### src/rtl/psum_accumulator.sv
// rtl/psum_accumulator.sv - column partial-sum window accumulator with round/shift/relu/saturate output stage
module psum_accumulator #(
    parameter int OUT_WIDTH        = 16,
    parameter int COLUMN_OUT_WIDTH = OUT_WIDTH + 3,
    parameter int ACC_WIDTH        = COLUMN_OUT_WIDTH + 3,
    parameter int PIX_WIDTH        = 8
) (
    input  logic                        i_clk,
    input  logic                        i_rst_n,
    input  logic [1:0]                  i_mode,
    input  logic [COLUMN_OUT_WIDTH-1:0] i_psum_column,
    input  logic                        i_psum_valid,
    output logic                        o_psum_ready,
    input  logic [3:0]                  i_shift,
    input  logic                        i_relu_en,
    output logic [PIX_WIDTH-1:0]        o_pixel,
    output logic                        o_pixel_valid,
    input  logic                        i_pixel_ready,
    output logic                        o_busy
);

    // One guard bit above the accumulator so the rounding add can never wrap.
    localparam int EW = ACC_WIDTH + 1;
    localparam logic signed [EW-1:0] PIX_MAX = {{(EW-PIX_WIDTH+1){1'b0}}, {(PIX_WIDTH-1){1'b1}}};
    localparam logic signed [EW-1:0] PIX_MIN = {{(EW-PIX_WIDTH+1){1'b1}}, {(PIX_WIDTH-1){1'b0}}};

    typedef enum logic {ST_ACC, ST_OUT} state_t;

    state_t                      state_q, state_d;
    logic signed [ACC_WIDTH-1:0] acc_q, acc_d;
    logic [2:0]                  cnt_q, cnt_d;
    logic [1:0]                  mode_q, mode_d;
    logic [3:0]                  shift_q, shift_d;
    logic                        relu_q, relu_d;
    logic [PIX_WIDTH-1:0]        pixel_q, pixel_d;

    logic                        accept;
    logic [1:0]                  eff_mode;
    logic [3:0]                  eff_shift;
    logic                        eff_relu;
    logic [2:0]                  win_len;
    logic signed [ACC_WIDTH-1:0] beat_ext;
    logic signed [ACC_WIDTH-1:0] sum;
    logic signed [EW-1:0]        sum_ext;
    logic signed [EW-1:0]        round_c;
    logic signed [EW-1:0]        rounded;
    logic signed [EW-1:0]        shifted;
    logic signed [EW-1:0]        clamped;

    always_comb begin
        accept    = i_psum_valid && (state_q == ST_ACC);
        // The first beat of a window uses live config; later beats use the latched copy.
        eff_mode  = (cnt_q == 3'd0) ? i_mode    : mode_q;
        eff_shift = (cnt_q == 3'd0) ? i_shift   : shift_q;
        eff_relu  = (cnt_q == 3'd0) ? i_relu_en : relu_q;
        win_len   = {1'b0, eff_mode} + 3'd3;

        beat_ext = {{(ACC_WIDTH-COLUMN_OUT_WIDTH){i_psum_column[COLUMN_OUT_WIDTH-1]}}, i_psum_column};
        sum      = acc_q + beat_ext;
        sum_ext  = {sum[ACC_WIDTH-1], sum};
        round_c  = (eff_shift == 4'd0) ? '0 : (EW'(1) << (eff_shift - 4'd1));
        rounded  = sum_ext + round_c;
        shifted  = rounded >>> eff_shift;

        clamped = shifted;
        if (eff_relu && shifted < 0) begin
            clamped = '0;
        end else if (shifted > PIX_MAX) begin
            clamped = PIX_MAX;
        end else if (shifted < PIX_MIN) begin
            clamped = PIX_MIN;
        end
    end

    always_comb begin
        state_d = state_q;
        acc_d   = acc_q;
        cnt_d   = cnt_q;
        mode_d  = mode_q;
        shift_d = shift_q;
        relu_d  = relu_q;
        pixel_d = pixel_q;
        case (state_q)
            ST_ACC: begin
                if (accept) begin
                    mode_d  = eff_mode;
                    shift_d = eff_shift;
                    relu_d  = eff_relu;
                    acc_d   = sum;
                    cnt_d   = cnt_q + 3'd1;
                    if (cnt_q + 3'd1 == win_len) begin
                        state_d = ST_OUT;
                        pixel_d = clamped[PIX_WIDTH-1:0];
                    end
                end
            end
            ST_OUT: begin
                if (i_pixel_ready) begin
                    state_d = ST_ACC;
                    acc_d   = '0;
                    cnt_d   = '0;
                end
            end
            default: state_d = ST_ACC;
        endcase
    end

    always_ff @(posedge i_clk) begin
        if (!i_rst_n) begin
            state_q <= ST_ACC;
            acc_q   <= '0;
            cnt_q   <= '0;
            mode_q  <= '0;
            shift_q <= '0;
            relu_q  <= 1'b0;
            pixel_q <= '0;
        end else begin
            state_q <= state_d;
            acc_q   <= acc_d;
            cnt_q   <= cnt_d;
            mode_q  <= mode_d;
            shift_q <= shift_d;
            relu_q  <= relu_d;
            pixel_q <= pixel_d;
        end
    end

    // All outputs come from registers only.
    assign o_psum_ready  = (state_q == ST_ACC);
    assign o_pixel_valid = (state_q == ST_OUT);
    assign o_pixel       = pixel_q;
    assign o_busy        = (cnt_q != 3'd0) || (state_q == ST_OUT);

endmodule

### config.mk
export PLATFORM = sky130hd
export DESIGN_NAME = psum_accumulator
export DESIGN_NICKNAME = d
export VERILOG_FILES = /design/src/rtl/psum_accumulator.sv
export SDC_FILE = /design/constraint.sdc
export NUM_CORES = 1
export LEC_CHECK = 0
export ABC_AREA = 1
export BUFFER_PORTS_ARGS = -buffer_cell sky130_fd_sc_hd__buf_2
export CAP_MARGIN = 10
export CORE_ASPECT_RATIO = 1.5
export CORE_MARGIN = 3
export CORE_UTILIZATION = 59
export CTS_CLUSTER_DIAMETER = 60
export CTS_CLUSTER_SIZE = 20
export DETAILED_ROUTE_END_ITERATION = 8
export PLACE_DENSITY = 0.77
export SYNTH_ARGS = -nofsm -noshare
export SYNTH_HDL_FRONTEND = slang
export SYNTH_SLANG_ARGS = --single-unit
### constraint.sdc
create_clock -name i_clk -period 5.8 [get_ports i_clk]
set_input_delay 0.87 -clock i_clk [delete_from_list [all_inputs] [get_ports i_clk]]
set_output_delay 0.87 -clock i_clk [all_outputs]
set_load 0.005 [all_outputs]
# ---- After elaboration in Yosys (flattened, before gate mapping)
# Cells that the tools add are included.
# W data, S select, Z words.
dict set report totals {
  register_bits 41
  latch_bits 0
  mem_bits_rw 0
  romBits 0
  mem_count 0
}
dict set report op_classes {
  addsub 5
  mul 0
  div_mod_pow 0
  magnitude_cmp 3
  eq_ne 3
  n_shift 2
  muxes 17
  bitwise_logic 1
  n_reduce_logical 9
}
# operator count
set ops {}
lappend ops {{$mux W22} 2}
lappend ops {{$pmux W22 S2} 1}
lappend ops {{$mux W8} 3}
lappend ops {{$add A22 B23 Y23} 1}
lappend ops {{$gt A23 B8 Y1 const B} 1}
lappend ops {{$lt A23 B1 Y1 const B} 1}
lappend ops {{$lt A23 B8 Y1 const B} 1}
lappend ops {{$mux W23} 1}
lappend ops {{$shl A1 B4 Y23 const A} 1}
lappend ops {{$sshr A23 B4 Y23} 1}
lappend ops {{$add A22 B19 Y22} 1}
lappend ops {{$mux W3} 2}
lappend ops {{$pmux W3 S2} 1}
lappend ops {{$logic_not A4 Y1} 1}
lappend ops {{$mux W1} 4}
lappend ops {{$mux W4} 1}
lappend ops {{$reduce_and A2 Y1} 2}
lappend ops {{$sub A4 B1 Y4 const B} 1}
lappend ops {{$add A2 B2 Y3 const B} 1}
lappend ops {{$add A3 B1 Y3 const B} 1}
lappend ops {{$eq A3 B3 Y1} 1}
lappend ops {{$logic_not A3 Y1} 1}
lappend ops {{$reduce_and A3 Y1} 1}
lappend ops {{$reduce_bool A3 Y1} 1}
lappend ops {{other kinds (7)} 8}

# ---- Depth between registers and ports, before layout
# Gate-level depths: netlist of run 1.
dict set report depth {
  word_depth 11
  depth_mapped 40
}

# ---- Worst setup path after synthesis of run 1
# OpenSTA, ideal clock, no wires.
dict set report synth_timing {
  path_kind {input to register}
  startpoint {in i_psum_column[0]}
  endpoint {reg pixel_q[2] (netlist: o_pixel[2])}
  t_arrival_ns 4.537
  t_required_ns 5.730
  setup_slack_ns 1.193
  stages 32
  n_path_buf 0
  path_cell_list {ha_1 -> inv_1 -> fa_1 -> inv_1 -> nand3_1 -> nand2_2 -> a21oi_1 -> o21ai_0 -> a31oi_1 -> xnor2_1 -> ha_1 -> a31oi_1 -> o21ai_0 -> a31oi_1 -> nor2_2 -> nand3_2 -> nand2_4 -> inv_4 -> nand2_1 -> nand2_1 -> nand2_1 -> nand3_1 -> nand2_1 -> nor2_1 -> nand2_1 -> nor2_1 -> nand2_1 -> nand2_4 -> nand2_1 -> nand2_1 -> nand2_1 -> a21oi_2}
}
dict set report synth_via {
  elab_chain_len 7
  word_cells_on_any_way 10
  classes_between {add/sub: 2; order compare: 3; shift: 1; mux: 3; reduce/logical: 1}
}
# element line_no
set synth_rtl {}
lappend synth_rtl {{from (decl)} 11} ;# input logic [COLUMN_OUT_WIDTH-1:0] i_psum_column,
lappend synth_rtl {{$add A22 B19 Y22 (*)} 59} ;# sum = acc_q + beat_ext;
lappend synth_rtl {{$add A22 B23 Y23 (*)} 62} ;# rounded = sum_ext + round_c;
lappend synth_rtl {{$sshr A23 B4 Y23 (*)} 63} ;# shifted = rounded >>> eff_shift;
lappend synth_rtl {{$lt A23 B8 Y1} 70} ;# end else if (shifted < PIX_MIN) begin
lappend synth_rtl {{$mux W8} 70}
lappend synth_rtl {{$mux W8} 68} ;# end else if (shifted > PIX_MAX) begin
lappend synth_rtl {{$mux W8 (*)} 66} ;# if (eff_relu && shifted < 0) begin
lappend synth_rtl {{to (signal assigned)} 124} ;# pixel_q <= pixel_d;
lappend synth_rtl {{to (decl)} 35} ;# logic [PIX_WIDTH-1:0] pixel_q, pixel_d;
# Every way passes the cells marked *; elsewhere a longest branch is shown, timed or not.
# A chain may end at the register's enable or synchronous reset.

# ---- Worst setup path after layout of run 1
# Ends and elaborated chain as after synthesis.

==> reports/qor.csv, run 1 <==
metric,value,unit
status,finished clean,
mux cell area share after synthesis,0.945,%
Leakage,3.09,nW
TritonCTS buffer count,5,
XOR/XNOR share of the synthesized area,5.10,%
vias in the first global route,5786,
CP max stage cell,fa_1,
Post-synth EDFFs,0,
Post-Synth Simple-Gate Area,43.1,%
Ys Warns,0,
setup tns final,0,ps
H-tree Lvls,2,
I/O pin cnt,41,
critical path's most frequent cell,nand2_1,
initial antenna violation count,0,
"Setup violations, final",0,
compound-cell area share of the yosys netlist,15.0,%
minimum clock period,5070,ps
most frequent cells in the layout,"nand2_1 (323), inv_1 (106), nand3_1 (105), nor2_1 (62), a21oi_1 (61)",
Port Buf Inserts,40,
final period utilization,87.5,%
grt ovf,0,
Register-to-Register Path Depth,35,
max cap viols,0,
clock latency on the worst-skew pair,300,ps
Slew @ Worst Pin,718,ps
Max-slew headroom,51.8,%
HPWL Detailed,11700,um
Via Count,5954,
Final Hold Vio Count,0,
Placer Congestion,0.968,
Final Max Slew Viols,0,
die extent in y,122,um
hold-fix buffer count after cts,0,
Routed Antenna Nets,0,
Reg2Reg Setup Slack,870,ps
Chip Width,83.4,um
Max Freq,197,MHz
DR vias/cell,5.58,
Synth Instances,924,
RR Startpoint,cnt_q[0]$_SDFFE_PN0P_,
drt wl/cell,13.5,um
Worst Setup EP,o_pixel[2]$_SDFFE_PN0P_,
Util after Layout,67.4,%
Inst Count DP,1058,
DRC viols,0,
die area,10200,um^2
Post-CTS Resized,0,
Inserted Diodes,0,
worst vdd ir,226,uV
nets,1031,
Core ar.,8570,um^2
largest family of logic cells by synthesized area,simple AND/OR/NAND/NOR gates,
Post CTS Setup Buffer Count,0,
fraction of layout cells with a size suffix above 1,11.4,%
Power Density,347,nW/um^2
CTS tree,built,
synth-to-layout area growth,9.10,%
syn_nets,996,
CP startpoint,i_psum_column[0],
Pre-antenna DRT Iters,5,
Clock Path Buffers,2,
Critical Path RT,6030,ps
CP startpoint kind,input port,
final non-filler cell total,1067,
Tot Pwr,0.00201,W
crit-path max cell delay,400,ps
final clock skew,6.21,ps
"Seq/Total Area, Yosys",15.5,%
Main synth FF type,dfxtp_1,
largest net degree at the start of global routing,29,
Crit Reg-Reg Endpoint,o_pixel[3]$_SDFFE_PN0P_,
Std-Cell Rows,41,
"wirelength, routed",14400,um
"most common cell after layout, fill and taps aside",nand2_1,
CP Max Fanout,7,
ys async rst share,0,%
synthesized area,5300,um^2
first-pass GRT wire length,24600,um
adder and majority gate portion of the synthesized area,10.2,%
Syn Area/Cell,5.73,um^2
drt initial violations,344,
CP arrival,5310,ps
clock sinks,41,
clock slew at reported path FFs,70,ps
CP Capture Type,flip-flop,
setup repair after global routing missed its margin,no,
Clk Tree Root Cell,clkbuf_16,
Yosys reg bits,41,
gr usage total,28.9,%
worst hold path type,flip-flop to flip-flop,
Netlist cell types,43,
Crit Path Category,input port to flip-flop,
Initial Util,61.8,%
==> area by class of cell <==
class | instances | area (um^2)
clock buffers | 5 | 125
repair buffers | 51 | 290
multi-input cells | 744 | 3940
inverters | 116 | 438
clock inverters | 3 | 28.8
flip-flops and latches | 41 | 821
fillers | 856 | 2790
well taps | 107 | 134
==> cells by family after synthesis <==
family          count (synthesis)
simple gates                  531
buf+inv                       139
compound gates                135
fa+ha+maj                      42
flops                          41
xor+xnor                       30
mux                             5
other cells                     1
==> Yosys cell counts (6+ instances only) <==
cell type | number | share of area (%)
o21bai_1 | 6 | 0.85
o21ai_0 | 27 | 2.6
a31oi_1 | 8 | 0.94
inv_1 | 106 | 7.5
nand3_1 | 105 | 9.9
nand4_1 | 7 | 0.83
nor2_1 | 62 | 4.4
xor2_1 | 18 | 3.0
nand2_2 | 13 | 1.5
inv_2 | 7 | 0.50
xnor2_1 | 11 | 1.8
a21oi_1 | 62 | 5.9
clkbuf_1 | 11 | 0.78
buf_2 | 8 | 0.76
a21oi_2 | 8 | 1.3
dfxtp_1 | 41 | 15
nand2_1 | 323 | 23
ha_1 | 40 | 9.4
==> worst min-delay path by stage <==
stage,slack [ps],cells past startpoint,to,startpoint
after floorplan,440,2,acc_q[2]$_SDFFE_PN0P_,acc_q[2]$_SDFFE_PN0P_
after global placement,450,2,o_pixel[7]$_SDFFE_PN0P_,o_pixel[7]$_SDFFE_PN0P_
after detailed placement,460,2,acc_q[0]$_SDFFE_PN0P_,acc_q[0]$_SDFFE_PN0P_
after CTS,470,2,acc_q[0]$_SDFFE_PN0P_,acc_q[0]$_SDFFE_PN0P_
after global routing,490,2,acc_q[7]$_SDFFE_PN0P_,acc_q[7]$_SDFFE_PN0P_
final,470,2,acc_q[0]$_SDFFE_PN0P_,acc_q[0]$_SDFFE_PN0P_
==> metal layers <==
metal	vias up	share of wire (%)	global-route usage (%)
li1	3060	-	-
met1	2646	40	30.7
met2	188	51	54.7
met3	60	4.3	3.32
met4	0	5.0	16.3
met5	-	0	0
==> power breakdown <==
group	internal (W)	switching (W)
registers	0.000317	0.0000189
logic	0.000468	0.000890
clock network	0.000166	0.000146
total	0.000952	0.00105
==> state kept, by name, indices dropped and copies added (netlist names) <==
register,count
shift_q,4
relu_q,1
acc_q,22
cnt_q,3
o_pixel_valid,1
o_pixel,8
mode_q,2
==> critical path, delay by kind of cell <==
| kind | cells | cell delay [ps] |
|---|---|---|
| XOR/XNOR | 1 | 230 |
| AO/OA/AOI/OAI | 6 | 1190 |
| AND/OR/NAND/NOR | 20 | 1810 |
| adder cells (fa/ha/maj) | 3 | 880 |
| buffers and inverters | 4 | 290 |
==> stage by stage <==
step	area [um^2]	hold slack, ps	setup WS, ps
floorplan	5300	445	1190
global placement	5610	454	513
detailed placement	5610	461	408
CTS	5760	469	722
global route	5780	488	147
finish	5780	468	726
Note: power is estimated with default switching activity, not from simulation.
==> run 2: changes to the inputs <==
- ABC_AREA: 1 -> not set
- PLACE_DENSITY: 0.77 -> 0.76
==> reports/qor.csv, run 2 <==
metric,value,unit,change
status,finished with violations,,
failing checks,setup timing,,
Max Freq,169,MHz,-14%
Final Hold Vio Count,0,,unchanged
clock sinks,41,,unchanged
Core ar.,9040,um^2,+5.5%
drt initial violations,671,,+95%
gr usage total,37.3,%,+8.4 points
Final Max Slew Viols,0,,unchanged
share of the synthesized area in the top cell type,14.7,%,-8.2 points
die extent in y,125,um,+2.5%
CP startpoint kind,input port,,
DP Area,6560,um^2,+17%
Placer Congestion,0.978,,+1.0%
crit-path max cell delay,470,ps,+70 ps
Ys Warns,0,,unchanged
Syn Area/Cell,7.32,um^2,+28%
Initial Util,61.7,%,-0.15 points
most frequent cells in the layout,"buf_4 (127), nand2_1 (86), a21oi_1 (56), nor2_1 (52), dfxtp_1 (41)",,
grt ovf,0,,unchanged
TritonCTS buffer count,5,,unchanged
H-tree Lvls,2,,unchanged
Post-synth EDFFs,0,,unchanged
setup ws final,-105,ps,-831 ps
max FFs per register,22,,unchanged
top post-synthesis cells by count,"nand2_1 (86), a21oi_1 (62), nor2_1 (53), dfxtp_1 (41), ha_1 (40)",,
hold endpoint,o_pixel[7]$_SDFFE_PN0P_,,
HPWL Detailed,15400,um,+31%
family with the most delay on the worst path,compound AO/OA/AOI/OAI gates,,
drt wl/cell,20.8,um,+54%
Port Buf Inserts,40,,unchanged
die area,10700,um^2,+4.9%
Crit Reg-Reg Endpoint,o_pixel[6]$_SDFFE_PN0P_,,
Leakage,3.16,nW,+2.2%
max cap viols,0,,unchanged
worst hold path type,flip-flop to flip-flop,,
first-pass GRT wire length,32700,um,+33%
Worst Path Buf+Inv,6,,+2
Std-Cell Rows,42,,+2.4%
Netlist cell types,82,,+91%
ys async rst share,0,%,unchanged
syn_nets,833,,-16%
Inserted Diodes,0,,unchanged
DR vias/cell,6.79,,+22%
Hold WS,466,ps,-1.93 ps
vias in the first global route,6661,,+15%
Chip Width,85.4,um,+2.4%
top-count cell post-synth,nand2_1,,
nets,956,,-7.3%
CP max stage cell,o211ai_1,,
CP arrival,6110,ps,+800 ps
Clock Path Buffers,2,,unchanged
"Setup violations, final",7,,+7
largest net degree at the start of global routing,39,,+34%
"Seq/Total Area, Yosys",14.7,%,-0.77 points
Crit Path Category,input port to flip-flop,,
"wirelength, routed",20700,um,+43%
final clock skew,10.7,ps,+4.52 ps
Inst Count DP,971,,-8.2%
"most common cell after layout, fill and taps aside",buf_4,,
Routed Antenna Nets,0,,unchanged
I/O pin cnt,41,,unchanged
clock latency on the worst-skew pair,300,ps,about the same
Power Density,383,nW/um^2,+10%
CTS tree,built,,
Critical Path RT,6010,ps,-20 ps
clock slew at reported path FFs,70,ps,about the same
CP Max Fanout,7,,unchanged
DRC viols,0,,unchanged
minimum clock period,5910,ps,+831 ps
synth-to-layout area growth,29.8,%,
fraction of layout cells with a size suffix above 1,29.9,%,+19 points
Reg2Reg Setup Slack,70,ps,-800 ps
setup tns final,-585,ps,-585 ps
worst hold stages,2,,unchanged
largest reg by FF count,acc_q,,
Pre-antenna DRT Iters,5,,unchanged
final non-filler cell total,995,,-6.7%
Util after Layout,80.0,%,+13 points
RR Startpoint,cnt_q[0]$_SDFFE_PN0P_,,
Yosys reg bits,41,,unchanged
synthesized area,5570,um^2,+5.2%
Via Count,6761,,+14%
Hold Crit Start,o_pixel[7]$_SDFFE_PN0P_,,
largest cells by area after synthesis,"dfxtp_1 (15%), ha_1 (9.0%), nand2_1 (5.8%)",,
Synth Instances,761,,-18%
Register-to-Register Path Depth,24,,-31%
Finished Cell Area,7230,um^2,+25%
Max-slew headroom,12.9,%,-39 points
final period utilization,102,%,+14 points
Clk Tree Root Cell,clkbuf_16,,
Main synth FF type,dfxtp_1,,
worst vdd ir,232,uV,+2.8%
Slew @ Worst Pin,1310,ps,+589 ps
critical path's most frequent cell,buf_4,,
CP Capture Type,flip-flop,,
most area-hungry cell type in the Yosys netlist,dfxtp_1,,
initial antenna violation count,0,,unchanged
setup repair after global routing missed its margin,yes,,
## run 2: changes by cell type after synthesis, moves of 19 or more
cell,change
inv_1,-93
nor2b_1,+31
nand3_1,-80
clkbuf_1,+21
nand2_1,-237
a22oi_1,+27
a211oi_1,+19
## run 2: what timing repair did
item                       in CTS  in global routing
setup buffers                   7                  9
gates resized for setup        24                 46
pin swaps                      17                 41
hold endpoints to repair        0                  0
hold buffers                    0                  0
setup endpoints to repair       7                  7
## run 2: cells by family (layout without fill, tap and decap cells)
logic type               after synthesis  count (layout)  share of synthesized area (%)
multiplexers                          26              26                           4.83
AO/OA/AOI/OAI                        284             284                           36.5
XOR/XNOR                              37              37                           5.95
flip-flops                            41              41                           14.7
AND/OR/NAND/NOR                      265             265                           23.5
buffers and inverters                 65             189                           4.80
adder cells (fa/ha/maj)               42              42                           9.70
other                                  1               1                         0.0673
## run 2: stage by stage
step / power (W) / setup WS, ps
2_1_floorplan: 0.00147 / 55.9
3_3_place_gp: 0.00207 / -360
3_5_place_dp: 0.00212 / -538
4_1_cts: 0.00257 / 14.3
5_1_grt: 0.00293 / -334
6_report: 0.00277 / -105
## run 2: cell type report
| cell class | instances | area [um^2] |
|---|---|---|
| multi-input cells | 655 | 4840 |
| fillers | 614 | 1800 |
| repair buffers | 168 | 1190 |
| flip-flops and latches | 41 | 821 |
| well taps | 110 | 138 |
| clock buffers | 5 | 125 |
| clock inverters | 3 | 68.8 |
| inverters | 13 | 48.8 |
## run 2: worst max-delay path by stage
stage                      from  cells past startpoint  slack, ps                 endpoint
2_1_floorplan  i_psum_column[0]                     27         60  o_pixel[6]$_SDFFE_PN0P_
3_3_place_gp   i_psum_column[0]                     27       -360  o_pixel[6]$_SDFFE_PN0P_
3_5_place_dp   i_psum_column[1]                     28       -540  o_pixel[6]$_SDFFE_PN0P_
4_1_cts        i_psum_column[1]                     27         10  o_pixel[6]$_SDFFE_PN0P_
5_1_grt        i_psum_column[0]                     27       -330  o_pixel[6]$_SDFFE_PN0P_
6_report       i_psum_column[0]                     27       -110  o_pixel[6]$_SDFFE_PN0P_
## run 2: per-layer routing
layer	vias up	global-route usage, %	share of wire [%]
met5	-	0	0
met4	0	22.6	7.0
met3	113	4.28	5.0
met2	335	68.0	52
met1	3172	40.0	36
li1	3141	-	-
## run 2: worst reg2reg max path: stages, from the launching register on
cell       delay (ps)
dfxtp_1           340
inv_1             110
ha_1              140
nor2b_1           270
buf_4             250
mux2i_2           110
nand2_1           210
nor2_1            110
ha_1              220
fa_1              430
a211oi_1          360
o21ba_1           230
o211ai_1          160
a311o_2           450
buf_4             160
xnor2_1           110
buf_4             150
o211ai_1          470
buf_4             230
nand2_1            60
nand2_1           120
o221ai_2          130
a2111oi_4         460
a21oi_4           140
o211ai_1          210
## run 2: power breakdown
part / leakage (nW) / internal (W) / switching (W) / total [W]
logic: 2.73 / 0.000907 / 0.00114 / 0.00205
clock network: 0.0944 / 0.000249 / 0.000131 / 0.000379
registers: 0.337 / 0.000316 / 0.0000245 / 0.000341
total: 3.16 / 0.00147 / 0.00130 / 0.00277
